==> src/rtl/bus_ic_pkg.sv <==
// Shared constants and types for the peripheral bus interconnect.
// Slot numbering follows the core's memory map: ROM, RAM, UART, then future peripherals.
package bus_ic_pkg;

  localparam int BUS_SEL_W       = 4;
  localparam int SLOT_ROM        = 0;
  localparam int SLOT_RAM        = 1;
  localparam int SLOT_UART       = 2;
  localparam int BUS_TIMEOUT_DEF = 255;
  localparam int CNT_W           = 10;

  localparam logic [31:0] ZERO_WORD = 32'h0000_0000;
  localparam logic        INVALID   = 1'b0;

  typedef enum logic [1:0] {
    ST_IDLE = 2'd0,
    ST_BUSY = 2'd1,
    ST_RESP = 2'd2
  } bus_state_t;

  // Index width that stays legal for a single-entry vector.
  function automatic int idx_w(input int n);
    return (n > 1) ? $clog2(n) : 1;
  endfunction

endpackage

==> src/rtl/bus_ic_rr_arbiter.sv <==
// Combinational round-robin arbiter: first requester at or after ptr, wrapping.
// Requests are rotated so ptr sits at bit 0, the lowest set bit is isolated, then rotated back.
module bus_ic_rr_arbiter
  import bus_ic_pkg::*;
#(
  parameter int NUM_M = 2,
  parameter int M_W   = 1
) (
  input  logic [NUM_M-1:0] req,
  input  logic [M_W-1:0]   ptr,
  output logic [NUM_M-1:0] gnt
);

  logic [2*NUM_M-1:0] req_dbl;
  logic [2*NUM_M-1:0] gnt_dbl;
  logic [NUM_M-1:0]   rot_req;
  logic [NUM_M-1:0]   rot_gnt;

  always_comb begin
    req_dbl = {req, req} >> ptr;
    rot_req = req_dbl[NUM_M-1:0];
    rot_gnt = rot_req & (~rot_req + 1'b1);
    gnt_dbl = {rot_gnt, rot_gnt} << ptr;
    gnt     = gnt_dbl[2*NUM_M-1:NUM_M];
  end

endmodule

==> src/rtl/bus_ic.sv <==
// Multi-master, multi-slave peripheral bus interconnect with round-robin arbitration,
// per-slave req/ack handshake, registered response and error on unmapped address or timeout.
module bus_ic
  import bus_ic_pkg::*;
#(
  parameter int                         NUM_M   = 2,
  parameter int                         NUM_S   = 8,
  parameter int                         ADDR_W  = 32,
  parameter int                         DATA_W  = 32,
  parameter logic [NUM_S*BUS_SEL_W-1:0] S_SEL   = {4'hF, 4'hF, 4'hF, 4'hF, 4'hF, 4'h3, 4'h8, 4'h9},
  parameter logic [NUM_S-1:0]           S_EN    = 8'b0000_0111,
  parameter int                         TIMEOUT = BUS_TIMEOUT_DEF
) (
  input  logic                     clk,
  input  logic                     rst,
  input  logic [NUM_M-1:0]         m_req_i,
  input  logic [NUM_M-1:0]         m_we_i,
  input  logic [NUM_M*ADDR_W-1:0]  m_addr_i,
  input  logic [NUM_M*DATA_W-1:0]  m_wdata_i,
  output logic [NUM_M-1:0]         m_gnt_o,
  output logic [NUM_M-1:0]         m_rvalid_o,
  output logic [DATA_W-1:0]        m_rdata_o,
  output logic                     m_err_o,
  output logic [NUM_S-1:0]         s_req_o,
  output logic                     s_we_o,
  output logic [ADDR_W-1:0]        s_addr_o,
  output logic [DATA_W-1:0]        s_wdata_o,
  input  logic [NUM_S-1:0]         s_ack_i,
  input  logic [NUM_S*DATA_W-1:0]  s_rdata_i
);

  localparam int                M_W    = idx_w(NUM_M);
  localparam int                S_W    = idx_w(NUM_S);
  localparam logic [CNT_W-1:0]  TO_LIM = CNT_W'(TIMEOUT);

  bus_state_t          state_reg, state_next;
  logic [M_W-1:0]      ptr_reg, ptr_next;
  logic [M_W-1:0]      owner_reg, owner_next;
  logic [S_W-1:0]      slot_reg, slot_next;
  logic [CNT_W-1:0]    cnt_reg, cnt_next;
  logic                we_reg, we_next;
  logic [ADDR_W-1:0]   addr_reg, addr_next;
  logic [DATA_W-1:0]   wdata_reg, wdata_next;
  logic [DATA_W-1:0]   rdata_reg, rdata_next;
  logic                err_reg, err_next;

  logic [NUM_M-1:0]     arb_gnt;
  logic [M_W-1:0]       win_idx;
  logic [ADDR_W-1:0]    win_addr;
  logic [BUS_SEL_W-1:0] win_region;
  logic [NUM_S-1:0]     sel_match;
  logic                 dec_hit;
  logic [S_W-1:0]       dec_slot;
  logic                 ack_hit;
  logic [DATA_W-1:0]    slot_rdata;

  bus_ic_rr_arbiter #(
    .NUM_M (NUM_M),
    .M_W   (M_W)
  ) u_arb (
    .req (m_req_i),
    .ptr (ptr_reg),
    .gnt (arb_gnt)
  );

  always_comb begin
    win_idx = '0;
    for (int i = 0; i < NUM_M; i++) begin
      if (arb_gnt[i]) win_idx = M_W'(i);
    end
  end

  assign win_addr   = m_addr_i[win_idx*ADDR_W +: ADDR_W];
  assign win_region = win_addr[ADDR_W-1 -: BUS_SEL_W];

  generate
    for (genvar gi = 0; gi < NUM_S; gi++) begin : g_match
      assign sel_match[gi] = S_EN[gi] && (S_SEL[gi*BUS_SEL_W +: BUS_SEL_W] == win_region);
    end
  endgenerate

  // Scan downward so duplicate selectors resolve to the lowest slot.
  always_comb begin
    dec_hit  = INVALID;
    dec_slot = '0;
    for (int i = NUM_S - 1; i >= 0; i--) begin
      if (sel_match[i]) begin
        dec_hit  = 1'b1;
        dec_slot = S_W'(i);
      end
    end
  end

  assign ack_hit    = s_ack_i[slot_reg];
  assign slot_rdata = s_rdata_i[slot_reg*DATA_W +: DATA_W];

  always_comb begin
    state_next = state_reg;
    ptr_next   = ptr_reg;
    owner_next = owner_reg;
    slot_next  = slot_reg;
    cnt_next   = cnt_reg;
    we_next    = we_reg;
    addr_next  = addr_reg;
    wdata_next = wdata_reg;
    rdata_next = rdata_reg;
    err_next   = err_reg;
    case (state_reg)
      ST_IDLE: begin
        if (|m_req_i) begin
          owner_next = win_idx;
          we_next    = m_we_i[win_idx];
          addr_next  = win_addr;
          wdata_next = m_wdata_i[win_idx*DATA_W +: DATA_W];
          slot_next  = dec_slot;
          cnt_next   = '0;
          rdata_next = '0;
          err_next   = !dec_hit;
          state_next = dec_hit ? ST_BUSY : ST_RESP;
        end
      end
      ST_BUSY: begin
        cnt_next = cnt_reg + 1'b1;
        // An ack arriving on the timeout cycle still completes normally.
        if (ack_hit) begin
          rdata_next = we_reg ? '0 : slot_rdata;
          err_next   = 1'b0;
          state_next = ST_RESP;
        end else if (cnt_reg + 1'b1 == TO_LIM) begin
          rdata_next = '0;
          err_next   = 1'b1;
          state_next = ST_RESP;
        end
      end
      ST_RESP: begin
        ptr_next   = (owner_reg == M_W'(NUM_M - 1)) ? '0 : owner_reg + 1'b1;
        state_next = ST_IDLE;
      end
      default: state_next = ST_IDLE;
    endcase
  end

  always_ff @(posedge clk) begin
    if (rst) begin
      state_reg <= ST_IDLE;
      ptr_reg   <= '0;
      owner_reg <= '0;
      slot_reg  <= '0;
      cnt_reg   <= '0;
      we_reg    <= 1'b0;
      addr_reg  <= '0;
      wdata_reg <= '0;
      rdata_reg <= '0;
      err_reg   <= 1'b0;
    end else begin
      state_reg <= state_next;
      ptr_reg   <= ptr_next;
      owner_reg <= owner_next;
      slot_reg  <= slot_next;
      cnt_reg   <= cnt_next;
      we_reg    <= we_next;
      addr_reg  <= addr_next;
      wdata_reg <= wdata_next;
      rdata_reg <= rdata_next;
      err_reg   <= err_next;
    end
  end

  assign m_gnt_o   = (state_reg == ST_IDLE && !rst) ? arb_gnt : '0;
  assign m_rdata_o = (state_reg == ST_RESP) ? rdata_reg : '0;
  assign m_err_o   = (state_reg == ST_RESP) && err_reg;
  assign s_we_o    = we_reg;
  assign s_addr_o  = addr_reg;
  assign s_wdata_o = wdata_reg;

  generate
    for (genvar gi = 0; gi < NUM_M; gi++) begin : g_rvalid
      assign m_rvalid_o[gi] = (state_reg == ST_RESP) && (owner_reg == M_W'(gi));
    end
    for (genvar gi = 0; gi < NUM_S; gi++) begin : g_sreq
      assign s_req_o[gi] = (state_reg == ST_BUSY) && (slot_reg == S_W'(gi));
    end
  endgenerate

endmodule

==> config.mk <==
export PLATFORM = sky130hd
export DESIGN_NAME = bus_ic
export DESIGN_NICKNAME = d
export VERILOG_FILES = /design/src/rtl/bus_ic_pkg.sv /design/src/rtl/bus_ic_rr_arbiter.sv /design/src/rtl/bus_ic.sv
export SDC_FILE = /design/constraint.sdc
export NUM_CORES = 1
export LEC_CHECK = 0
export CORE_AREA = 2 2 198 200
export CTS_BUF_LIST = sky130_fd_sc_hd__clkbuf_4 sky130_fd_sc_hd__clkbuf_8
export DETAILED_ROUTE_END_ITERATION = 16
export DIE_AREA = 0 0 200 202
export GPL_TIMING_DRIVEN = 0
export PLACE_DENSITY = 0.44
export SYNTH_ARGS = -nofsm -noshare
export SYNTH_HDL_FRONTEND = slang
export SYNTH_SLANG_ARGS = --single-unit
==> constraint.sdc <==
create_clock -name clk -period 6.7 [get_ports clk]
set_input_delay 0.67 -clock clk [delete_from_list [all_inputs] [get_ports clk]]
set_output_delay 0.67 -clock clk [all_outputs]
set_load 0.005 [all_outputs]
==> results by group <==
Clocking
  – Post_cts resized: 0
  – CTS tree: yes
  – CTS Buf Count: 17
  – Hold_buf cts: 0
  – Skew-Pair Late Insertion Delay: 0.44 ns
  – Clock tree buffer depth: 2
  – Clk slew on worst S/H paths: 0.07 ns
  – Post-CTS Setup Inserts: 0
  – CTS root buffer: clkbuf_8
  – # clock sinks: 114
  – Max H-tree Level: 4

Drt
  – Total wire length: 26700 um
  – Vias post-DR: 6079
  – Drt first pass iters: 4
  – Initial DRC Count: 175
  – Wire per inst: 17.5 um
  – Routed Antenna Nets: 0
  – Final routed DRC violation total: 0
  – Drt via density: 3.99

Placed design
  – DP HPWL: 21600 um
  – Port Buffers: 371
  – DP Cell Count: 1493
  – Final RePlAce weighted congestion: 0.750

Hold path
  – Path type of the worst min-delay path: reg2reg
  – Min-delay src: rdata_reg[24]

Pwr
  – Power per standard cell area: 193 nW/um^2
  – Leak Pwr: 0.00405 uW
  – Worst vdd ir: 0.000104 V

Setup path
  – CP Launch Type: primary input
  – Crit path DAT: 3.24 ns
  – Crit Path Max Fanout: 10
  – CP Class: in2out
  – Reg-to-reg startpoint: cnt_reg[0]
  – Crit end category: primary output
  – Worst Path Required: 6.03 ns
  – Critical path startpoint: m_req_i[0]

Yosys
  – Synth top cells by count: dfxtp_1 (114), nor2_1 (89), a211oi_1 (67), mux2i_1 (66)
  – Most used DFF post-synth: dfxtp_1
  – Top-count cell post-synth: dfxtp_1
  – Synth Area per Inst: 9.94 um^2
  – Synthesis Warnings: 0
  – Ys async rst share: 0%
  – Seq/Total Area, Yosys: 38.2%
  – Synth cell types: 53
  – Flip-flop and latch count after synthesis: 114
  – Top cells by area, synth: dfxtp_1 (38%), mux4_2 (12%), mux2i_1 (11%)
  – Synth Cell Area: 5980 um^2
  – Yosys top cell area share: 38.2%
  – Mapped Cells: 601
  – Cell accounting for the most synthesized area: dfxtp_1
  – EDFF count, synth: 0

Global route
  – Vias in the first global route: 6382
  – Pin count of the biggest net entering global routing: 17
  – Grt total ovfl: 0
  – Global-route wire length before repair: 38500 um
  – Antenna violations before repair: 3
  – Total Routing Usage GR: 12.9%

Floorplanning
  – I/O pins: 508
  – Starting density of the core: 15.6%
  – Site Rows: 72
  – DIE WIDTH: 200 um
  – Core area: 38300 um^2
  – Chip height: 202 um
  – Full die area: 40400 um^2

STA
  – Crit path time final: 3.91 ns
  – Final setup fails: 0
  – Pins Over Slew Limit: 0
  – Worst Tran Pin Value: 1.09 ns
  – Post-route setup TNS: 0 ns
  – Hold Violations, Final: 0
  – Tcrit/Tclk final: 58.4%
  – Fmax: 0.256 GHz
  – Setup Skew: 0.0134 ns
  – RSZ-0062 raised after global routing: no
  – Worst rel slew slack: 26.7%

Final layout
  – Final std cells w/o fill: 1525
  – Layout cells sized above 1: 8.86%
  – Fin nets: 1394
  – P&R area growth vs syn: 79.7%
  – Fillcell total: 4123

Run
  – Max Cap Violations: 0

Outcome
  – Status: finished clean
per-layer routing:
metal | vias up | GRT usage (%) | wire (um)
met5 | - | 0 | 13
met4 | 2 | 3.25 | 325
met1 | 2801 | 14.5 | 10800
met2 | 250 | 22.7 | 12900
met3 | 15 | 4.94 | 2590
li1 | 3011 | - | -
area by class of cell:
type / count / area, um^2 / area share [%]
antenna: 2 / 5.00 / 0.0466
buffer: 62 / 298 / 2.77
clock buffer: 20 / 275 / 2.56
clock inverter: 10 / 110 / 1.03
inverter: 4 / 15.0 / 0.140
multi-input combinational: 424 / 3390 / 31.6
sequential: 114 / 2280 / 21.3
tap: 518 / 648 / 6.04
timing repair buffer: 371 / 3710 / 34.6
final timing paths:
check	endpoint	slack, ns	depth (start not counted)
setup / recovery	m_gnt_o[1]	2.79	7
hold / removal	rdata_reg[24]	0.47	1
hold reg to reg	rdata_reg[24]	0.47	1
setup reg to reg	rdata_reg[14]	4.15	9
worst max-delay path, cell delays in order:
cell and delay (ns):
clkdlybuf4s50_1 0.54, inv_1 0.06, o21ai_1 0.11, clkbuf_1 0.49, buf_1 0.59, nor4_1 0.18, clkdlybuf4s50_1 0.58
power breakdown:
part           internal (uW)  switching [uW]  leakage [uW]
logic                    358             268       0.00292
registers                746            38.6      0.000937
clock network            353             311      0.000188
total                   1460             618       0.00405
cells by family (layout without fill, tap and decap cells):
group | count (synthesis) | after routing | synth area share [%]
multiplexers | 100 | 100 | 23.5
adder cells (fa/ha/maj) | 2 | 2 | 0.419
other | 1 | 6 | 0.0628
XOR/XNOR | 2 | 2 | 0.293
buffers and inverters | 66 | 467 | 5.23
flip-flops | 114 | 114 | 38.2
AND/OR/NAND/NOR | 176 | 176 | 14.0
AO/OA/AOI/OAI | 140 | 140 | 18.3
cell usage in the layout, fill, tap and decap left out, types with 4 or more instances in the layout:
cell,synthesis,final
buf_2,7,7
mux2i_1,66,66
inv_1,4,4
a211oi_1,67,67
a22o_1,32,32
clkbuf_1,33,33
clkdlybuf4s50_1,0,371
nand2_1,16,16
nor3_1,6,6
nand3_1,7,7
clkinvlp_4,0,4
o21ai_0,7,7
buf_1,10,10
nand2b_1,4,4
buf_4,9,9
conb_1,1,4
dfxtp_1,114,114
and3_1,4,4
clkinv_2,0,4
a21oi_1,11,11
nor4_1,4,4
clkbuf_8,0,20
and2_1,33,33
mux4_2,32,32
nor2_1,89,89
stage by stage:
step / hold slack [ns] / instance area (um^2) / setup WS [ns] / utilization, % / power, uW
after floorplan: 0.434 / 5990 / 4.50 / - / 1040
after detailed placement: 0.454 / 10300 / 2.67 / 27.0 / 1440
after global routing: 0.483 / 10700 / 2.58 / 28.0 / 2210
after global placement: 0.450 / 10300 / 2.67 / 27.0 / 1440
final: 0.469 / 10700 / 2.79 / 28.0 / 2080
after CTS: 0.472 / 10700 / 2.66 / 28.0 / 2130
(Power assumes the default switching activity.)
